===== config.mk =====
export PLATFORM = sky130hd
export DESIGN_NAME = ifetch_flat
export DESIGN_NICKNAME = d
export VERILOG_FILES = /design/src/rtl/ifetch_pkg.sv /design/src/rtl/ifetch_if.sv /design/src/rtl/ifetch_skid.sv /design/src/rtl/ifetch.sv /design/src/flat_wrapper.sv
export SDC_FILE = /design/constraint.sdc
export NUM_CORES = 1
export LEC_CHECK = 0
export BUFFER_PORTS_ARGS = -buffer_cell sky130_fd_sc_hd__buf_2
export CELL_PAD_IN_SITES_DETAIL_PLACEMENT = 1
export CELL_PAD_IN_SITES_GLOBAL_PLACEMENT = 2
export CORE_MARGIN = 4
export CORE_UTILIZATION = 32
export DETAILED_ROUTE_END_ITERATION = 16
export GPL_ROUTABILITY_DRIVEN = 0
export PLACE_DENSITY_LB_ADDON = 0.1
export SLEW_MARGIN = 0
export SYNTH_ARGS = -nofsm -noshare
export SYNTH_HDL_FRONTEND = slang
export SYNTH_SLANG_ARGS = --single-unit

===== constraint.sdc =====
create_clock -name if_clk -period 3.91 [get_ports if_clk]
set_clock_uncertainty 0.05 [all_clocks]
set_input_delay 0.391 -clock if_clk [delete_from_list [all_inputs] [get_ports if_clk]]
set_output_delay 0.391 -clock if_clk [all_outputs]
set_load 0.01 [all_outputs]

===== src/rtl/ifetch_pkg.sv =====
// Shared widths, constants and FSM encoding for the MIPS instruction-fetch stage.
package ifetch_pkg;

  localparam int PC_WIDTH = 32;
  localparam int IWIDTH   = 32;

  localparam logic [IWIDTH-1:0] NOP_INSTR = 32'h0000_0000;

  typedef enum logic {
    BOOT = 1'b0,
    RUN  = 1'b1
  } state_e;

  function automatic logic [PC_WIDTH-1:0] word_align(input logic [PC_WIDTH-1:0] addr);
    return addr & ~PC_WIDTH'(3);
  endfunction

  function automatic logic [PC_WIDTH-1:0] pc_inc(input logic [PC_WIDTH-1:0] pc);
    return pc + PC_WIDTH'(4);
  endfunction

endpackage


===== src/rtl/ifetch_if.sv =====
// Instruction-memory bus between the fetch stage (master) and the memory (slave).
interface ifetch_if;
  import ifetch_pkg::*;

  logic                if_o_im_ce;
  logic [PC_WIDTH-1:0] if_o_im_addr;
  logic [IWIDTH-1:0]   if_i_im_instr;
  logic                if_i_im_ce;

  modport master (
    output if_o_im_ce,
    output if_o_im_addr,
    input  if_i_im_instr,
    input  if_i_im_ce
  );

  modport slave (
    input  if_o_im_ce,
    input  if_o_im_addr,
    output if_i_im_instr,
    output if_i_im_ce
  );

endinterface


===== src/rtl/ifetch_skid.sv =====
// One-entry pc+instruction holding buffer that catches the memory return during a stall.
module ifetch_skid
  import ifetch_pkg::*;
(
  input  logic                clk_i,
  input  logic                rst_i,
  input  logic                load_i,
  input  logic                unload_i,
  input  logic                clear_i,
  input  logic [PC_WIDTH-1:0] pc_i,
  input  logic [IWIDTH-1:0]   instr_i,
  output logic                valid_o,
  output logic [PC_WIDTH-1:0] pc_o,
  output logic [IWIDTH-1:0]   instr_o
);

  logic                valid_q, valid_d;
  logic [PC_WIDTH-1:0] pc_q;
  logic [IWIDTH-1:0]   instr_q;

  // Clear beats load so a redirect or flush in the stalled cycle drops the return.
  always_comb begin
    valid_d = valid_q;
    if (clear_i)       valid_d = 1'b0;
    else if (load_i)   valid_d = 1'b1;
    else if (unload_i) valid_d = 1'b0;
  end

  always_ff @(posedge clk_i or posedge rst_i) begin
    if (rst_i) valid_q <= 1'b0;
    else       valid_q <= valid_d;
  end

  always_ff @(posedge clk_i) begin
    if (load_i) begin
      pc_q    <= pc_i;
      instr_q <= instr_i;
    end
  end

  assign valid_o = valid_q;
  assign pc_o    = pc_q;
  assign instr_o = instr_q;

endmodule


===== src/rtl/ifetch.sv =====
// Fetch stage: owns the fetch PC, issues reads to a 1-cycle memory and feeds the IF/ID register.
module ifetch
  import ifetch_pkg::*;
#(
  parameter logic [PC_WIDTH-1:0] RESET_PC = '0
) (
  input  logic                if_clk,
  input  logic                if_rst,
  input  logic                if_i_stall,
  input  logic                if_i_flush,
  input  logic                if_i_redirect,
  input  logic [PC_WIDTH-1:0] if_i_target,
  ifetch_if.master            im,
  output logic [PC_WIDTH-1:0] if_o_pc,
  output logic [PC_WIDTH-1:0] if_o_pc_plus4,
  output logic [IWIDTH-1:0]   if_o_instr,
  output logic                if_o_valid
);

  state_e              state_q, state_d;
  logic [PC_WIDTH-1:0] fetch_pc_q, fetch_pc_d;
  logic                infl_valid_q, infl_valid_d;
  logic [PC_WIDTH-1:0] infl_pc_q, infl_pc_d;

  logic                ifid_valid_q, ifid_valid_d;
  logic [PC_WIDTH-1:0] ifid_pc_q, ifid_pc_d;
  logic [PC_WIDTH-1:0] ifid_p4_q, ifid_p4_d;
  logic [IWIDTH-1:0]   ifid_instr_q, ifid_instr_d;

  logic                issue, arrival;
  logic                skid_load, skid_unload, skid_clear;
  logic                skid_valid;
  logic [PC_WIDTH-1:0] skid_pc;
  logic [IWIDTH-1:0]   skid_instr;

  always_comb begin
    state_d = state_q;
    case (state_q)
      BOOT:    state_d = RUN;
      RUN:     state_d = RUN;
      default: state_d = BOOT;
    endcase
  end

  assign issue   = (state_q == RUN) & ~if_i_stall & ~if_i_redirect;
  assign arrival = infl_valid_q & im.if_i_im_ce;

  always_comb begin
    fetch_pc_d   = fetch_pc_q;
    infl_valid_d = issue;
    infl_pc_d    = infl_pc_q;
    if (if_i_redirect)  fetch_pc_d = word_align(if_i_target);
    else if (issue)     fetch_pc_d = pc_inc(fetch_pc_q);
    if (issue)          infl_pc_d  = fetch_pc_q;
  end

  assign skid_clear  = if_i_flush | if_i_redirect;
  assign skid_load   = ~if_i_flush & if_i_stall & arrival;
  assign skid_unload = ~if_i_flush & ~if_i_stall & skid_valid;

  // IF/ID priority: flush, stall hold, skid drain, fresh arrival, bubble.
  always_comb begin
    ifid_valid_d = ifid_valid_q;
    ifid_pc_d    = ifid_pc_q;
    ifid_p4_d    = ifid_p4_q;
    ifid_instr_d = ifid_instr_q;
    if (if_i_flush) begin
      ifid_valid_d = 1'b0;
      ifid_instr_d = NOP_INSTR;
    end else if (if_i_stall) begin
      ifid_valid_d = ifid_valid_q;
    end else if (skid_valid) begin
      ifid_valid_d = 1'b1;
      ifid_pc_d    = skid_pc;
      ifid_p4_d    = pc_inc(skid_pc);
      ifid_instr_d = skid_instr;
    end else if (arrival) begin
      ifid_valid_d = 1'b1;
      ifid_pc_d    = infl_pc_q;
      ifid_p4_d    = pc_inc(infl_pc_q);
      ifid_instr_d = im.if_i_im_instr;
    end else begin
      ifid_valid_d = 1'b0;
      ifid_instr_d = NOP_INSTR;
    end
  end

  always_ff @(posedge if_clk or posedge if_rst) begin
    if (if_rst) begin
      state_q      <= BOOT;
      fetch_pc_q   <= RESET_PC;
      infl_valid_q <= 1'b0;
      ifid_valid_q <= 1'b0;
      ifid_pc_q    <= '0;
      ifid_p4_q    <= '0;
      ifid_instr_q <= NOP_INSTR;
    end else begin
      state_q      <= state_d;
      fetch_pc_q   <= fetch_pc_d;
      infl_valid_q <= infl_valid_d;
      ifid_valid_q <= ifid_valid_d;
      ifid_pc_q    <= ifid_pc_d;
      ifid_p4_q    <= ifid_p4_d;
      ifid_instr_q <= ifid_instr_d;
    end
  end

  always_ff @(posedge if_clk) begin
    infl_pc_q <= infl_pc_d;
  end

  ifetch_skid u_skid (
    .clk_i    (if_clk),
    .rst_i    (if_rst),
    .load_i   (skid_load),
    .unload_i (skid_unload),
    .clear_i  (skid_clear),
    .pc_i     (infl_pc_q),
    .instr_i  (im.if_i_im_instr),
    .valid_o  (skid_valid),
    .pc_o     (skid_pc),
    .instr_o  (skid_instr)
  );

  assign im.if_o_im_ce   = issue;
  assign im.if_o_im_addr = fetch_pc_q;

  assign if_o_valid    = ifid_valid_q;
  assign if_o_pc       = ifid_pc_q;
  assign if_o_pc_plus4 = ifid_p4_q;
  assign if_o_instr    = ifid_instr_q;

endmodule

===== src/flat_wrapper.sv =====
// flat-port wrapper written by rule: the top's interface ports become plain ports
module ifetch_flat import ifetch_pkg::*;
#(
  parameter logic [PC_WIDTH-1:0] RESET_PC = '0
)
  (if_clk, if_rst, if_i_stall, if_i_flush, if_i_redirect, if_i_target, if_o_pc, if_o_pc_plus4, if_o_instr, if_o_valid, im_if_o_im_ce, im_if_o_im_addr, im_if_i_im_instr, im_if_i_im_ce);
  ifetch_if im_i ();
  input  logic if_clk;
  input  logic if_rst;
  input  logic if_i_stall;
  input  logic if_i_flush;
  input  logic if_i_redirect;
  input  logic [PC_WIDTH-1:0] if_i_target;
  output logic [PC_WIDTH-1:0] if_o_pc;
  output logic [PC_WIDTH-1:0] if_o_pc_plus4;
  output logic [IWIDTH-1:0] if_o_instr;
  output logic if_o_valid;
  output wire logic [$bits(im_i.if_o_im_ce)-1:0] im_if_o_im_ce;
  output wire logic [$bits(im_i.if_o_im_addr)-1:0] im_if_o_im_addr;
  input wire logic [$bits(im_i.if_i_im_instr)-1:0] im_if_i_im_instr;
  input wire logic [$bits(im_i.if_i_im_ce)-1:0] im_if_i_im_ce;
  assign im_if_o_im_ce = im_i.if_o_im_ce;
  assign im_if_o_im_addr = im_i.if_o_im_addr;
  assign im_i.if_i_im_instr = im_if_i_im_instr;
  assign im_i.if_i_im_ce = im_if_i_im_ce;
  ifetch #(.RESET_PC(RESET_PC)) u_core (.if_clk(if_clk), .if_rst(if_rst), .if_i_stall(if_i_stall), .if_i_flush(if_i_flush), .if_i_redirect(if_i_redirect), .if_i_target(if_i_target), .im(im_i), .if_o_pc(if_o_pc), .if_o_pc_plus4(if_o_pc_plus4), .if_o_instr(if_o_instr), .if_o_valid(if_o_valid));
endmodule

==> impl_metrics.yaml <==
timing:
  worst_slew_pin_slew_ns: 0.8521
  rsz0062_at_grt: "false"
  report.final.slew_viol_count: 0
  timing.max_slew.rel_slack_pct: 43.19
  min_period_ns: 2.955
  fin_crit_sh_pct: 75.57
  setup_viol: 0
  fmax_mhz: 338.4
  whs_ns: -0.04026
  fin_tns_setup_ns: 0
  finalHoldViolations: 19
critical_path:
  cp.arrival_ns: 3.33
  cp_cell_sequence: "buf_4 -> nand3_1 -> a222oi_1 -> buf_4 -> nand4_2 -> or4_1 -> o211ai_1"
  worst_path_dominant_cell_family: "simple AND/OR/NAND/NOR gates"
  cp.required_ns: 4.29
  path_buf_inv: 2
  cp-end-kind: "register"
  crit_type: "reg -> reg"
  cp-start-kind: "register"
  slowest_stage: "dfrtp_4"
  path_depth: 7
  crit_fanout: 36
  critPathMostFrequentCell: "buf_4"
  reg2regPathDepth: 7
  cpPeakStageDelay_ns: 0.70
cts:
  clk_pin_slew_ns: 0.06
  cts_inserted_buffers: 26
  clock_sinks: 218
  tritoncts: "yes"
  cts_max_level: 1
  clock_latency_ns: 0.52
  root_buffer: "clkbuf_16"
  post-cts-setup-buffers: 0
  cts_buffer_depth: 3
synth:
  synth_area_leaders: "dfrtp_1, edfxtp_1, nand2_1"
  netlist_instances: 810
  syn_area_um2: 9489
  postSynthAreaPerCell_um2: 11.71
  async_flop_share_pct: 57.80
  yosysSeqAreaShare_pct: 62.34
  synth_cell_types: 49
  yosysMostFrequentCell: "dfrtp_1"
  synth_edf_count: 92
  ys_ff_latch: 218
  yosysTopAreaCell: "dfrtp_1"
  synth_top_area_share_pct: 33.23
  yosys_warnings: 0
  synth_flop_cell: "dfrtp_1"
  synthTopCellsByCount: "dfrtp_1, nand2_1, edfxtp_1"
drt:
  drt_iter0_markers: 395
  via_count: 6911
  viasPerCell: 4.843
  drt_wl_total_um: 26450
  postRouteAntennaNets: 0
  wl_per_cell_um: 18.53
  drc: 0
  drt_first_pass_iters: 4
floorplan:
  fp-row-count: 62
  core_area_um2: 29010
  die_x_um: 180.2
  start_util_pct: 32.71
  dieArea_um2: 32470
  die_y_um: 180.2
  num_io_pins: 200
grt:
  grt_remaining_overflow: 0
  antenna_found_initial: 1
  grt_pass1_wl_um: 42810
  grt_max_degree: 84
  grt_usage_pct: 16.01
  grt_pass1_vias: 7297
pwr:
  power.leakage_nw: 5.025
  ir_drop_mv: 0.2529
  p_per_area_nw_per_um2: 486.7
  p_total_mw: 5.865
job:
  maxCapViolCount: 0
outcome:
  outcome: "finished with violations"
  violations: "negative hold slack"
final_layout:
  area_growth_pct: 27.00
  n_antenna_cell: 0
  drive_gt1_share_pct: 25.79
  fin_nets: 1095
worst_hold_path:
  hp-class: "in -> async"
place:
  hpwlAfterDp_um: 18390
  port_buffers: 191
flip-flops by register name, summed over array words and instances (netlist names), 30 cells and up:
| signal | count |
|---|---|
| u_core.im.if_o_im_addr | 30 |
| u_core.if_o_instr | 32 |
| u_core.u_skid.instr_o | 32 |
| u_core.u_skid.pc_o | 30 |
| u_core.if_o_pc_plus4 | 30 |
| u_core.if_o_pc | 30 |
| u_core.infl_pc_q | 30 |
layout make-up:
cell class / instances / area [um^2]
Tap cell: 384 / 480.5
Sequential cell: 218 / 5919
Timing Repair Buffer: 235 / 1384
Multi-Input combinational cell: 537 / 3339
Clock buffer: 41 / 819.5
Clock inverter: 7 / 85.08
Inverter: 5 / 23.77
Fill cell: 3226 / 16960
metal layers:
layer | GRT usage (%) | vias to the layer above | share of wire [%]
li1 | - | 3390 | -
met1 | 25.71 | 3338 | 53
met2 | 22.54 | 149 | 41
met3 | 2.866 | 34 | 4.4
met4 | 3.206 | 0 | 1.4
met5 | 0 | - | 0
cells in the final DEF, fill, tap and decap left out, drive strengths merged, types with 5 or more instances in the layout:
| cell | count |
|---|---|
| buf | 206 |
| dfrtp | 126 |
| nand2 | 116 |
| edfxtp | 92 |
| o21ai | 70 |
| clkbuf | 41 |
| nor3 | 38 |
| nor2b | 36 |
| a221oi | 33 |
| nand3 | 31 |
| dlygate4sd3 | 29 |
| xnor2 | 25 |
| mux2i | 22 |
| xor2 | 21 |
| nand4 | 17 |
| mux2 | 12 |
| nor4 | 12 |
| nor2 | 12 |
| nand3b | 9 |
| and3 | 9 |
| o31ai | 8 |
| o31a | 7 |
| conb | 7 |
| inv | 6 |
| a21oi | 5 |
| a22oi | 5 |
cells by family (layout without fill, tap and decap cells):
logic type,after synthesis,in the layout,synth area share (%)
AOI/OAI and AO/OA,144,144,10.03
other,2,7,0.07914
buffers and inverters,60,288,2.809
and+or+nand+nor,304,304,16.48
xor gates and xnor gates,46,46,4.246
adders and majority gates,2,2,0.2637
DFF,218,218,62.34
muxes,34,34,3.745
report_power, final:
group	leakage, nW	switching [mW]	total [mW]	internal, mW
registers	2.45	0.147	2.73	2.58
clock network	0.448	0.923	2.49	1.56
logic	2.12	0.369	0.650	0.282
timing repair:
action	CTS	global route
gates resized for setup	0	0
hold buffers	29	0
endpoints found under the hold margin	29	0
path summary, 6_finish.rpt:
path | start | end | slack [ns]
worst max-delay path | u_core.u_skid.valid_o | u_core.if_o_pc_plus4[27] | 0.96
worst min-delay path | if_rst | u_core.im.if_o_im_addr[26] | -0.04
worst max register to register | u_core.u_skid.valid_o | u_core.if_o_pc_plus4[27] | 0.96
worst min register to register | u_core.infl_pc_q[26] | u_core.u_skid.pc_o[26] | 0.41
max in group asynchronous | if_rst | u_core.u_skid.valid_o | 3.08
min in group if_clk | im_if_i_im_instr[19] | u_core.u_skid.instr_o[19] | 0.02
through the flow:
step | hold WS (ns) | cells | util, % | instance area [um^2] | setup WS (ns)
after floorplan | 0.3757 | 815 | - | 9508 | 0.05481
after global routing | 0.006341 | 1427 | 41.54 | 12050 | 0.6944
final | -0.04026 | 1427 | 41.54 | 12050 | 0.9551
after detailed placement | 0.4012 | 1350 | 37.42 | 10860 | 0.9657
after global placement | 0.3879 | 1350 | 37.42 | 10860 | 0.9710
after CTS | 0.0006438 | 1427 | 41.54 | 12050 | 0.9359
Note: power is estimated with default switching activity, not from simulation.
